**src/rtl/ifft_frame_arbiter_pkg.sv**
```systemverilog
// Shared definitions for the two-requester ifft frame arbiter.
// The codebase include normally supplies TOTAL_STAGE, REAL_WIDTH and IMGN_WIDTH.
// Guarded defaults are provided here so this slice also builds on its own.
// FRAME_LEN and the FSM state encodings are defined alongside them.
// Contents: widths, frame length, state enum, and the round-robin winner pick.
`ifndef TOTAL_STAGE
`define TOTAL_STAGE 4
`endif
`ifndef REAL_WIDTH
`define REAL_WIDTH 16
`endif
`ifndef IMGN_WIDTH
`define IMGN_WIDTH 16
`endif
`ifndef FRAME_LEN
`define FRAME_LEN (1 << `TOTAL_STAGE)
`endif
`ifndef ST_IDLE
`define ST_IDLE 1'b0
`endif
`ifndef ST_STREAM
`define ST_STREAM 1'b1
`endif

package ifft_frame_arbiter_pkg;

  localparam int STAGE_W   = `TOTAL_STAGE;
  localparam int REAL_W    = `REAL_WIDTH;
  localparam int IMAG_W    = `IMGN_WIDTH;
  localparam int FRAME_LEN = `FRAME_LEN;

  // Index of the final sample in a frame (all ones).
  localparam logic [STAGE_W-1:0] LAST_IDX = STAGE_W'(FRAME_LEN - 1);

  typedef enum logic {
    IDLE   = `ST_IDLE,
    STREAM = `ST_STREAM
  } arb_state_t;

  // prio names the requester that wins a tie (the one not served last).
  function automatic logic pick_winner(input logic r0, input logic r1, input logic prio);
    if (r0 && r1) return prio;
    return r1;
  endfunction

endpackage

```
**src/rtl/ifft_tag_fifo.sv**
```systemverilog
// 1-bit tag FIFO holding the requester index of every frame inside the core.
// Ports:
//   iclk, rst_n  clock and asynchronous active-low reset
//   push, din    enqueue a tag (ignored when full)
//   pop          dequeue the head tag (ignored when empty)
//   full, empty  occupancy flags
//   head         oldest tag, valid while not empty
module ifft_tag_fifo #(
  parameter int DEPTH = 4
) (
  input  logic iclk,
  input  logic rst_n,
  input  logic push,
  input  logic din,
  input  logic pop,
  output logic full,
  output logic empty,
  output logic head
);

  localparam int PTR_W = $clog2(DEPTH);

  logic [DEPTH-1:0] mem;
  logic [PTR_W-1:0] wr_ptr;
  logic [PTR_W-1:0] rd_ptr;
  logic [PTR_W:0]   count;
  logic             do_push;
  logic             do_pop;

  assign do_push = push && !full;
  assign do_pop  = pop && !empty;
  assign full    = (count == (PTR_W + 1)'(DEPTH));
  assign empty   = (count == '0);
  assign head    = mem[rd_ptr];

  // NOTE: storage needs no reset; a slot is only read after it has been written,
  // so clearing it would add reset fan-out for no functional gain.
  always_ff @(posedge iclk) begin
    if (do_push) mem[wr_ptr] <= din;
  end

  // NOTE: sequential state uses non-blocking assignments so every flop samples
  // pre-edge values regardless of statement order.
  always_ff @(posedge iclk or negedge rst_n) begin
    if (!rst_n) begin
      wr_ptr <= '0;
      rd_ptr <= '0;
      count  <= '0;
    end else begin
      // Pointers wrap naturally because DEPTH is a power of two.
      if (do_push) wr_ptr <= wr_ptr + 1'b1;
      if (do_pop)  rd_ptr <= rd_ptr + 1'b1;
      case ({do_push, do_pop})
        2'b10:   count <= count + 1'b1;
        2'b01:   count <= count - 1'b1;
        default: count <= count;
      endcase
    end
  end

endmodule

```
**src/rtl/ifft_frame_arbiter.sv**
```systemverilog
// Frame-granular round-robin arbiter sharing one ifft core between two sources.
// Ports:
//   iclk, rst_n              clock, asynchronous active-low reset
//   en                       arbitration enable (a frame in progress completes)
//   req0/req1, gnt0/gnt1     full-frame request, N-cycle grant
//   s_addr                   sample index within the granted frame
//   s_real*/s_imag*          requester samples, taken while own gnt is high
//   core_i*                  registered drive of the ifft input
//   core_o*                  ifft outputs
//   m_*                      tagged output stream (m_dest = originating requester)
//   busy, err_orphan         activity flag, sticky orphan-output error
module ifft_frame_arbiter
  import ifft_frame_arbiter_pkg::*;
#(
  parameter int TAG_DEPTH = 4
) (
  input  logic              iclk,
  input  logic              rst_n,
  input  logic              en,
  input  logic              req0,
  input  logic              req1,
  output logic              gnt0,
  output logic              gnt1,
  output logic [STAGE_W-1:0] s_addr,
  input  logic [REAL_W-1:0]  s_real0,
  input  logic [IMAG_W-1:0]  s_imag0,
  input  logic [REAL_W-1:0]  s_real1,
  input  logic [IMAG_W-1:0]  s_imag1,
  output logic              core_ien,
  output logic [STAGE_W-1:0] core_iaddr,
  output logic [REAL_W-1:0]  core_iReal,
  output logic [IMAG_W-1:0]  core_iImag,
  input  logic              core_oen,
  input  logic [STAGE_W-1:0] core_oaddr,
  input  logic [REAL_W-1:0]  core_oReal,
  input  logic [IMAG_W-1:0]  core_oImag,
  output logic              m_valid,
  output logic              m_dest,
  output logic [STAGE_W-1:0] m_addr,
  output logic [REAL_W-1:0]  m_real,
  output logic [IMAG_W-1:0]  m_imag,
  output logic              m_last,
  output logic              busy,
  output logic              err_orphan
);

  arb_state_t        state, state_nxt;
  logic [STAGE_W-1:0] in_cnt;
  logic [STAGE_W-1:0] out_cnt;
  logic              prio;      // tie winner; reset 0 so req0 wins the first tie
  logic              cur_src;   // requester owning the frame being streamed
  logic              winner;
  logic              grant;
  logic              streaming;
  logic              fifo_full, fifo_empty, fifo_head;
  logic              take, pop;

  // NOTE: every signal assigned here gets a default first, so no path can
  // leave it unassigned and infer a latch.
  always_comb begin
    state_nxt = state;
    grant     = 1'b0;
    winner    = pick_winner(req0, req1, prio);
    case (state)
      IDLE: begin
        if (en && (req0 || req1) && !fifo_full) begin
          grant     = 1'b1;
          state_nxt = STREAM;
        end
      end
      STREAM: begin
        if (in_cnt == LAST_IDX) state_nxt = IDLE;
      end
      default: state_nxt = IDLE;
    endcase
  end

  always_ff @(posedge iclk or negedge rst_n) begin
    if (!rst_n) state <= IDLE;
    else        state <= state_nxt;
  end

  assign streaming = (state == STREAM);
  assign gnt0      = streaming && !cur_src;
  assign gnt1      = streaming && cur_src;
  assign s_addr    = in_cnt;   // wraps back to 0 at frame end, so reads 0 in IDLE
  assign busy      = streaming || !fifo_empty;

  always_ff @(posedge iclk or negedge rst_n) begin
    if (!rst_n) begin
      in_cnt  <= '0;
      prio    <= 1'b0;
      cur_src <= 1'b0;
    end else if (grant) begin
      in_cnt  <= '0;
      cur_src <= winner;
      prio    <= ~winner;
    end else if (streaming) begin
      in_cnt  <= in_cnt + 1'b1;
    end
  end

  // Input path: one register stage; data holds when no sample is presented.
  always_ff @(posedge iclk or negedge rst_n) begin
    if (!rst_n) begin
      core_ien   <= 1'b0;
      core_iaddr <= '0;
      core_iReal <= '0;
      core_iImag <= '0;
    end else begin
      core_ien <= streaming;
      if (streaming) begin
        core_iaddr <= in_cnt;
        core_iReal <= cur_src ? s_real1 : s_real0;
        core_iImag <= cur_src ? s_imag1 : s_imag0;
      end
    end
  end

  // Output path: count accepted pulses; the Nth one closes the frame and
  // retires its tag. Pulses with no frame in flight are dropped and flagged.
  assign take = core_oen && !fifo_empty;
  assign pop  = take && (out_cnt == LAST_IDX);

  always_ff @(posedge iclk or negedge rst_n) begin
    if (!rst_n) begin
      m_valid    <= 1'b0;
      m_last     <= 1'b0;
      m_dest     <= 1'b0;
      m_addr     <= '0;
      m_real     <= '0;
      m_imag     <= '0;
      out_cnt    <= '0;
      err_orphan <= 1'b0;
    end else begin
      m_valid <= take;
      m_last  <= pop;
      if (take) begin
        m_dest  <= fifo_head;
        m_addr  <= core_oaddr;
        m_real  <= core_oReal;
        m_imag  <= core_oImag;
        out_cnt <= out_cnt + 1'b1;
      end
      if (core_oen && fifo_empty) err_orphan <= 1'b1;
    end
  end

  ifft_tag_fifo #(
    .DEPTH (TAG_DEPTH)
  ) u_tag_fifo (
    .iclk  (iclk),
    .rst_n (rst_n),
    .push  (grant),
    .din   (winner),
    .pop   (pop),
    .full  (fifo_full),
    .empty (fifo_empty),
    .head  (fifo_head)
  );

endmodule

```
**config.mk**
```make
export PLATFORM = sky130hd
export DESIGN_NAME = ifft_frame_arbiter
export DESIGN_NICKNAME = d
export VERILOG_FILES = /design/src/rtl/ifft_frame_arbiter_pkg.sv /design/src/rtl/ifft_tag_fifo.sv /design/src/rtl/ifft_frame_arbiter.sv
export SDC_FILE = /design/constraint.sdc
export NUM_CORES = 1
export LEC_CHECK = 0
export ABC_AREA = 1
export CAP_MARGIN = 25
export CORE_ASPECT_RATIO = 0.9
export CORE_MARGIN = 2
export CORE_UTILIZATION = 42
export CTS_CLUSTER_DIAMETER = 60
export CTS_CLUSTER_SIZE = 30
export DETAILED_ROUTE_END_ITERATION = 12
export MAX_ROUTING_LAYER = met4
export PLACE_DENSITY = 0.91
export SETUP_SLACK_MARGIN = 0.4
export SLEW_MARGIN = 20
export SYNTH_ARGS = -nofsm -noshare
export SYNTH_HDL_FRONTEND = slang
export SYNTH_SLANG_ARGS = --single-unit
```
**constraint.sdc**
```tcl
create_clock -name iclk -period 2.5 [get_ports iclk]
set_input_delay 0.5 -clock iclk [delete_from_list [all_inputs] [get_ports iclk]]
set_output_delay 0.5 -clock iclk [all_outputs]
set_load 0.005 [all_outputs]
```
# Yosys cells after proc, flatten, opt, wreduce, memory -nomap -nowiden
# Index checks and enable logic that the tools add are counted.
# word_totals
reg_bits	99
in_bits	106
out_inout_bits	84
elab_cells	72
# op_classes
add_sub_neg	6
order_cmp	3
eq_ne	5
mux	17
n_bitwise	2
n_reduce_logical	19
# op_table
operator	n
$mux W16	2
$logic_and A1 B1 Y1	11
$add A4 B1 Y4 const B	2
$eq A4 B4 Y1 const B	2
$mux W1	8
$mux W4	2
$lt A2 B3 Y1 const B	2
$pmux W3 S2	1
$add A2 B1 Y2 const B	2
$bwmux W4	1
$reduce_bool A2 Y1	2
$add A3 B1 Y3 const B	1
$eq A3 B3 Y1 const B	1
$logic_not A1 Y1	3
$logic_not A3 Y1	1
$sub A3 B1 Y3 const B	1
$bmux W1 S2	1
$demux W1 S2	1
$eq A2 B1 Y1 const B	1
$eq A2 B2 Y1 const B	1
$ge A2 B1 Y1 const B	1
$logic_or A1 B1 Y1	2
$not A1 Y1	2
$pmux W1 S2	1

# Logic depth before layout (Yosys ltp)
# Gate-level depths: netlist (run 1).
# depth
ltp_word	8
ltp_mapped	12
mapped_depth_nobuf	12

# Cells and area by module
# Synthesis (run 1) repeated with hierarchy kept, for this count alone.
# unflattened
hier_cells	497
area_unflattened_um2	4272.8
# by_module_without_submodules
mod	instances	cells_per_inst	area_per_inst_um2	seq_area_each_um2
ifft_frame_arbiter	1	424	3632.2	2202.1
ifft_tag_fifo	1	73	640.6	295.3

# Least setup slack after synthesis (run 1)
# OpenSTA, ideal clock, no wires.
# synth_path
path_kind	register to register
from	reg out_cnt[0]
to	reg u_tag_fifo.count[2]
setup_ps	123
arrival_time_ps	1827
setup_slack_ps	550
path_stages_with_launch	12
path_buffers	0
synth_period_minus_slack_ps	1950
cell_sequence	dfrtp_1 -> ha_1 -> nand2_1 -> nor2_1 -> nand3_1 -> inv_1 -> ha_1 -> inv_1 -> fa_1 -> nand2_1 -> nand3b_1 -> xor2_1
# synth_via
elab_chain_len	5
elab_cells_between_ends	7
# synth_lines
element	line_no	text
from (decl)	ifft_frame_arbiter.sv:49	logic [STAGE_W-1:0] out_cnt;
from (signal assigned)	ifft_frame_arbiter.sv:143	out_cnt <= out_cnt + 1'b1;
$eq A4 B4 Y1 (*)	ifft_frame_arbiter.sv:123	assign pop = take && (out_cnt == LAST_IDX);
$logic_and A1 B1 Y1 (*)	ifft_frame_arbiter.sv:123	
$logic_and A1 B1 Y1 (*)	ifft_tag_fifo.sv:31	assign do_pop = pop && !empty;
via u_tag_fifo.do_pop	ifft_tag_fifo.sv:28	logic do_pop;
$eq A2 B1 Y1 / $eq A2 B2 Y1 (equally long branches)	ifft_tag_fifo.sv:53	case ({do_push, do_pop})
$pmux W3 S2 / $reduce_bool A2 Y1 (equally long branches)	-	
to (signal assigned)	ifft_tag_fifo.sv:54	2'b10: count <= count + 1'b1;
to (signal assigned)	ifft_tag_fifo.sv:55	2'b01: count <= count - 1'b1;
to (signal assigned)	ifft_tag_fifo.sv:56	default: count <= count;
to (decl)	ifft_tag_fifo.sv:26	logic [PTR_W:0] count;
# Mark *: on every way through the listed nets, which the timed path passes. The rest lies on a longest branch.
# A chain may end at the register's enable or synchronous reset.

# Final worst setup path (run 1)
# layout_path
from	reg out_cnt[1]
to	reg u_tag_fifo.count[2]
# The elaborated chain is that of the path after synthesis.

==> impl_metrics.json, run 1 <==
{
  "status": "complete, no violations",
  "worst_slack_ns": 0.458,
  "yosys_warnings": 0,
  "fin_tns_setup_ns": 0,
  "p_total_mw": 6.92,
  "synth.most_common_cell": "nand2_1",
  "drv_cap": 0,
  "synthTopCellsByCount": "251 x nand2_1, 95 x dfrtp_1, 29 x nand3_1",
  "synthArstFlopShare_pct": 96.0,
  "drtIter0Drc": 194,
  "synth_seq_cells": 99,
  "synth_xor_xnor_area_share_pct": 1.00,
  "syn_nets": 609,
  "worstPathMaxFanout": 4,
  "p_comb_share_pct": 42.9,
  "busiest_layer": "met2",
  "synthAdderAreaFrac_pct": 2.46,
  "ioPinCount": 190,
  "holdWs_ns": 0.180,
  "clk_pin_slew_worst_paths_ns": 0.07,
  "p_switching_mw": 2.45,
  "via_per_inst": 4.78,
  "p_int_mw": 4.48,
  "fin_crit_sh_pct": 81.7,
  "grt_remaining_overflow": 0,
  "synth_area_leaders": "dfrtp_1 54%, nand2_1 22%, nand3_1 3.3%",
  "firstDrtPassIters": 6,
  "drive_gt1_share_pct": 10.3,
  "track_usage_pct": 21.4,
  "postCtsHoldBufs": 0,
  "htreeDepth": 3,
  "synth_top_family_by_area": "simple AND/OR/NAND/NOR gates",
  "layout.nets": 800,
  "synth_simple_gate_area_share_pct": 32.2,
  "cts-root-buf": "clkbuf_16",
  "grt_pass1_wl_mm": 18.9,
  "synth_seq_area_share_pct": 57.1,
  "cts_tree": "built",
  "start_util_pct": 42.9,
  "diodes": 0,
  "fin_skew_ns": 0.00797,
  "wl_per_cell_microns": 14.1,
  "cp.arrival_ns": 2.27,
  "dp_hpwl_mm": 8.59,
  "place_inst": 799,
  "synth_edf_count": 4,
  "syn-cell-area_sq_um": 4380,
  "fmax_ghz": 0.490,
  "relSlewSlack_pct": 56.7,
  "core_region_area_sq_um": 10200,
  "gp_routability_congestion": 0.808,
  "fin_util_pct": 65.4,
  "nFillCells": 809,
  "cts_made_buffers": 9,
  "ys.flop_type": "dfrtp_1",
  "die_x_microns": 112,
  "place_area_sq_um": 6330,
  "switching_share_pct": 35.3,
  "yosysTopAreaCell": "dfrtp_1",
  "synth_mux_area_share_pct": 0,
  "final-setup-viol-count": 0,
  "cp-end-kind": "register",
  "synth_top_area_share_pct": 54.3,
  "cp_data_required_time_ns": 2.73,
  "stdcell_count": 820,
  "antenna_left": 0,
  "antenna_found_initial": 0,
  "design_area_sq_um": 6680,
  "use_met2_pct": 37.2,
  "portBuffers": 189,
  "worstSkewPairLatency_ns": 0.34,
  "ir_worst_vdd_uv": 557,
  "cts_buffer_depth": 2,
  "hold_path_class": "in2async",
  "route.detailed.drc": 0,
  "fp-row-count": 35,
  "area_growth_pct": 52.5,
  "syn_avg_cell_area_sq_um": 8.84,
  "vias": 3918,
  "use_met3_pct": 5.89,
  "slew_violations": 0,
  "p_seq_share_pct": 38.0,
  "tightest_slew_ns": 0.649,
  "drt_wl_total_mm": 11.6,
  "ys_types": 28,
  "critPathKind": "reg2reg",
  "p_leak_nw": 3.19,
  "crit_path_start_kind": "register",
  "numClockSinks": 99,
  "synth_compound_area_share_pct": 0.915,
  "dp_slack_ns": 0.0950,
  "die_y_microns": 101,
  "grt_pass1_vias": 4019,
  "netlist_instances": 495,
  "clock_power_share_pct": 19.0,
  "powerDensity_nw_per_um2": 1040,
  "fin_crit_ns": 2.04,
  "rsz0062_at_grt": "no",
  "dieArea_sq_um": 11300,
  "grt_util_met1_pct": 24.5,
  "hold_violations": 0,
  "grt_max_degree": 53
}
-- state kept, by name (all words and copies together), names as in the netlist, 16 cells and up --
register and flops:
core_iImag 16, core_iReal 16, m_imag 16, m_real 16
-- cell type report --
cell class	instances	area, sq um	area share (%)
Tap cell	129	161	2.42
Inverter	29	114	1.71
Clock buffer	9	225	3.37
Timing Repair Buffer	201	1990	29.8
Sequential cell	99	2500	37.4
Multi-Input combinational cell	346	1630	24.4
Clock inverter	7	58.8	0.881
-- kinds of logic (layout without fill, tap and decap cells) --
kind of cell | after synthesis | count (layout)
and+or+nand+nor | 326 | 326
xor gates and xnor gates | 5 | 5
AOI/OAI and AO/OA | 7 | 7
adders and majority gates | 8 | 8
DFF | 99 | 99
buffers and inverters | 50 | 246
-- routing by layer --
layer  wire [microns]  vias to the layer above  part of all wire (%)
met5                0                        -                     0
met1             4660                     1826                    40
met4              175                        0                   1.5
met2             5750                      166                    50
li1                 -                     1909                     -
met3              973                       17                   8.4
-- layout by cell type, fill, tap and decap left out --
cell	n
nand2_1	251
clkdlybuf4s50_1	187
dfrtp_1	94
nand3_1	28
inv_1	22
nand2_2	14
nand3_2	13
buf_4	12
clkbuf_16	9
nand4_1	8
nor2_1	7
inv_2	6
ha_1	5
edfxtp_1	4
inv_6	3
o21ai_0	3
xnor2_1	3
xor2_1	2
ha_2	2
clkinv_4	2
nor2_2	1
nor2_4	1
nand3_4	1
a21boi_0	1
or2_4	1
a21oi_1	1
o21bai_1	1
nand3b_1	1
o21ai_1	1
fa_2	1
clkinvlp_4	1
inv_8	1
clkinv_2	1
dlygate4sd2_1	1
buf_12	1
dfrtp_2	1
-- power groups by stage --
| stage | sequential, mW | combinational [mW] | clock [mW] |
|---|---|---|---|
| after floorplan | 2.63 | 1.43 | 0 |
| after global placement | 2.62 | 2.81 | 0 |
| after detailed placement | 2.66 | 2.92 | 0 |
| after CTS | 2.63 | 2.98 | 1.34 |
| after global routing | 2.70 | 3.30 | 1.41 |
| final | 2.63 | 2.97 | 1.32 |
-- final timing paths --
check	startpoint	endpoint	slack (ns)	cells after the start
min in group iclk	core_iaddr[1]	core_iaddr[1]	0.47	2
max reg2reg	out_cnt[1]	u_tag_fifo.count[2]	0.46	11
min	rst_n	m_imag[4]	0.18	1
max	out_cnt[1]	u_tag_fifo.count[2]	0.46	11
min reg2reg	core_iaddr[1]	core_iaddr[1]	0.47	2
max in group asynchronous	rst_n	state	1.62	2
-- what timing repair did --
action,4_1_cts,5_1_grt
setup buffers,2,3
gates resized for setup,4,6
pin swaps,0,4
setup endpoints to repair,3,2
-- critical path, stage by stage, from the launching register on --
cell and delay (ns):
dfrtp_1 0.38, ha_2 0.19, nand2_1 0.09, nor2_4 0.18, nand3_4 0.11, inv_2 0.06
ha_2 0.17, inv_1 0.06, fa_2 0.33, nand2_1 0.08, nand3b_1 0.10, xor2_1 0.17
Power figures use the tool's default switching activity.
==> run 2: changes to the inputs <==
CORE_UTILIZATION = 38   (was 42)
PLACE_DENSITY = 0.87   (was 0.91)
clock period = 1.8 ns   (was 2.5 ns; I/O delays follow)
==> impl_metrics.json, run 2 (synthesis gave the netlist of run 1 again) <==
{
  "holdWs_ns": 0.0649,
  "relSlewSlack_pct": 66.9,
  "cp.arrival_ns": 2.12,
  "reg2reg_from": "out_cnt[0]",
  "final_cell_mix": "248 x nand2_1, 101 x clkdlybuf4s50_1, 94 x dfrtp_1",
  "firstDrtPassIters": 4,
  "ioPinCount": 190,
  "worstSkewPairLatency_ns": 0.34,
  "via_per_inst": 4.62,
  "gp_routability_congestion": 0.771,
  "hold_violations": 0,
  "cp-startpoint": "out_cnt[0]",
  "cts-root-buf": "clkbuf_16",
  "ir_worst_vdd_uv": 825,
  "fin_crit_ns": 1.90,
  "start_util_pct": 38.6,
  "portBuffers": 189,
  "area_growth_pct": 61.6,
  "fin_skew_ns": 0.00880,
  "hold_path_class": "in2async",
  "dieArea_sq_um": 12400,
  "postCtsHoldBufs": 0,
  "vias": 4078,
  "final_common_cell": "nand2_1",
  "worst_slack_ns": -0.0976,
  "reg2reg_depth": 11,
  "route.detailed.drc": 0,
  "drv_cap": 0,
  "numClockSinks": 99,
  "cp_data_required_time_ns": 2.02,
  "diodes": 0,
  "critPathKind": "reg2reg",
  "cts_tree": "built",
  "crit_buf_inv": 2,
  "final-setup-viol-count": 1,
  "tightest_slew_ns": 0.497,
  "r2r-end": "u_tag_fifo.count[2]",
  "p_leak_nw": 3.58,
  "path_delay_family": "adder cells",
  "fin_crit_sh_pct": 105,
  "antenna_found_initial": 0,
  "worstPathCellList": "ha_2 > nand2_2 > nor2_4 > nand3_2 > inv_2 > ha_4 > inv_4 > fa_2 > nand2_1 > nand3b_1 > xor2_1",
  "track_usage_pct": 19.6,
  "clk_pin_slew_worst_paths_ns": 0.06,
  "critPathMaxStageDelay_ns": 0.37,
  "fin_util_pct": 62.4,
  "drtIter0Drc": 254,
  "drive_gt1_share_pct": 16.7,
  "wl_per_cell_microns": 13.4,
  "worstPathMaxFanout": 2,
  "htreeDepth": 3,
  "grt_pass1_wl_mm": 18.4,
  "dp_hpwl_mm": 8.30,
  "violations": "negative setup slack",
  "fmax_ghz": 0.527,
  "fin_tns_setup_ns": -0.0976,
  "fp-row-count": 37,
  "layout.nets": 836,
  "powerDensity_nw_per_um2": 1410,
  "rsz0062_at_grt": "yes",
  "crit_path_start_kind": "register",
  "grt_remaining_overflow": 0,
  "cp-end-kind": "register",
  "slew_violations": 0,
  "die_x_microns": 117,
  "die_y_microns": 106,
  "core_region_area_sq_um": 11300,
  "cts_buffer_depth": 2,
  "status": "complete, but fails checks",
  "p_total_mw": 9.94,
  "cts_made_buffers": 9,
  "dp_slack_ns": -0.278,
  "reg2reg_setup_slack_ns": -0.1,
  "drt_wl_total_mm": 11.9,
  "grt_pass1_vias": 3997,
  "grt_max_degree": 96,
  "antenna_left": 0,
  "cp_slowest_cell": "dfrtp_1"
}
[run 2: cell types whose count changed in the layout (fill, tap and decap cells not counted), moves of 4 or more]
cell,change
buf_4,+23
buf_6,+11
nor2_1,-5
dlygate4sd2_1,+66
nor2_2,+4
clkdlybuf4s15_1,+16
clkdlybuf4s50_1,-86
[run 2: layout make-up]
| cell class | instances | area [sq um] |
|---|---|---|
| Fill cell | 928 | 4270 |
| Sequential cell | 99 | 2500 |
| Timing Repair Buffer | 237 | 2260 |
| Multi-Input combinational cell | 346 | 1690 |
| Clock buffer | 12 | 268 |
| Tap cell | 156 | 195 |
| Inverter | 29 | 119 |
| Clock inverter | 3 | 45.0 |
[run 2: what timing repair did]
action / in CTS / in global routing
hold endpoints to repair: 0 / 0
pin swaps: 8 / 8
setup endpoints to repair: 91 / 54
setup buffers: 15 / 12
gates resized for setup: 119 / 31
[run 2: power breakdown]
part	internal [mW]	leakage, nW	total (mW)	switching (mW)
sequential	3.09	1.19	3.60	0.509
combinational	2.18	2.24	4.38	2.20
clock	1.19	0.146	1.97	0.779
[run 2: worst max-delay path by stage]
stage	slack, ns	depth (start not counted)	end
6_report	-0.1	11	u_tag_fifo.count[2]
5_1_grt	-0.18	12	u_tag_fifo.count[2]
4_1_cts	-0.07	12	u_tag_fifo.count[2]
3_5_place_dp	-0.28	10	u_tag_fifo.count[2]
3_3_place_gp	-0.23	10	u_tag_fifo.count[2]
2_1_floorplan	-0.04	11	u_tag_fifo.count[2]
[run 2: metrics by stage]
step | instance area [sq um] | instances
after detailed placement | 6520 | 840
final | 7070 | 882
after global routing | 7070 | 882
after floorplan | 4410 | 495
after global placement | 6520 | 840
after CTS | 6890 | 870
[run 2: metal layers]
layer | track usage (%) | vias up | wire (microns)
li1 | - | 1983 | -
met1 | 23.0 | 1875 | 4930
met2 | 32.0 | 206 | 5650
met3 | 6.73 | 14 | 1130
met4 | 5.29 | 0 | 158
met5 | - | - | 0
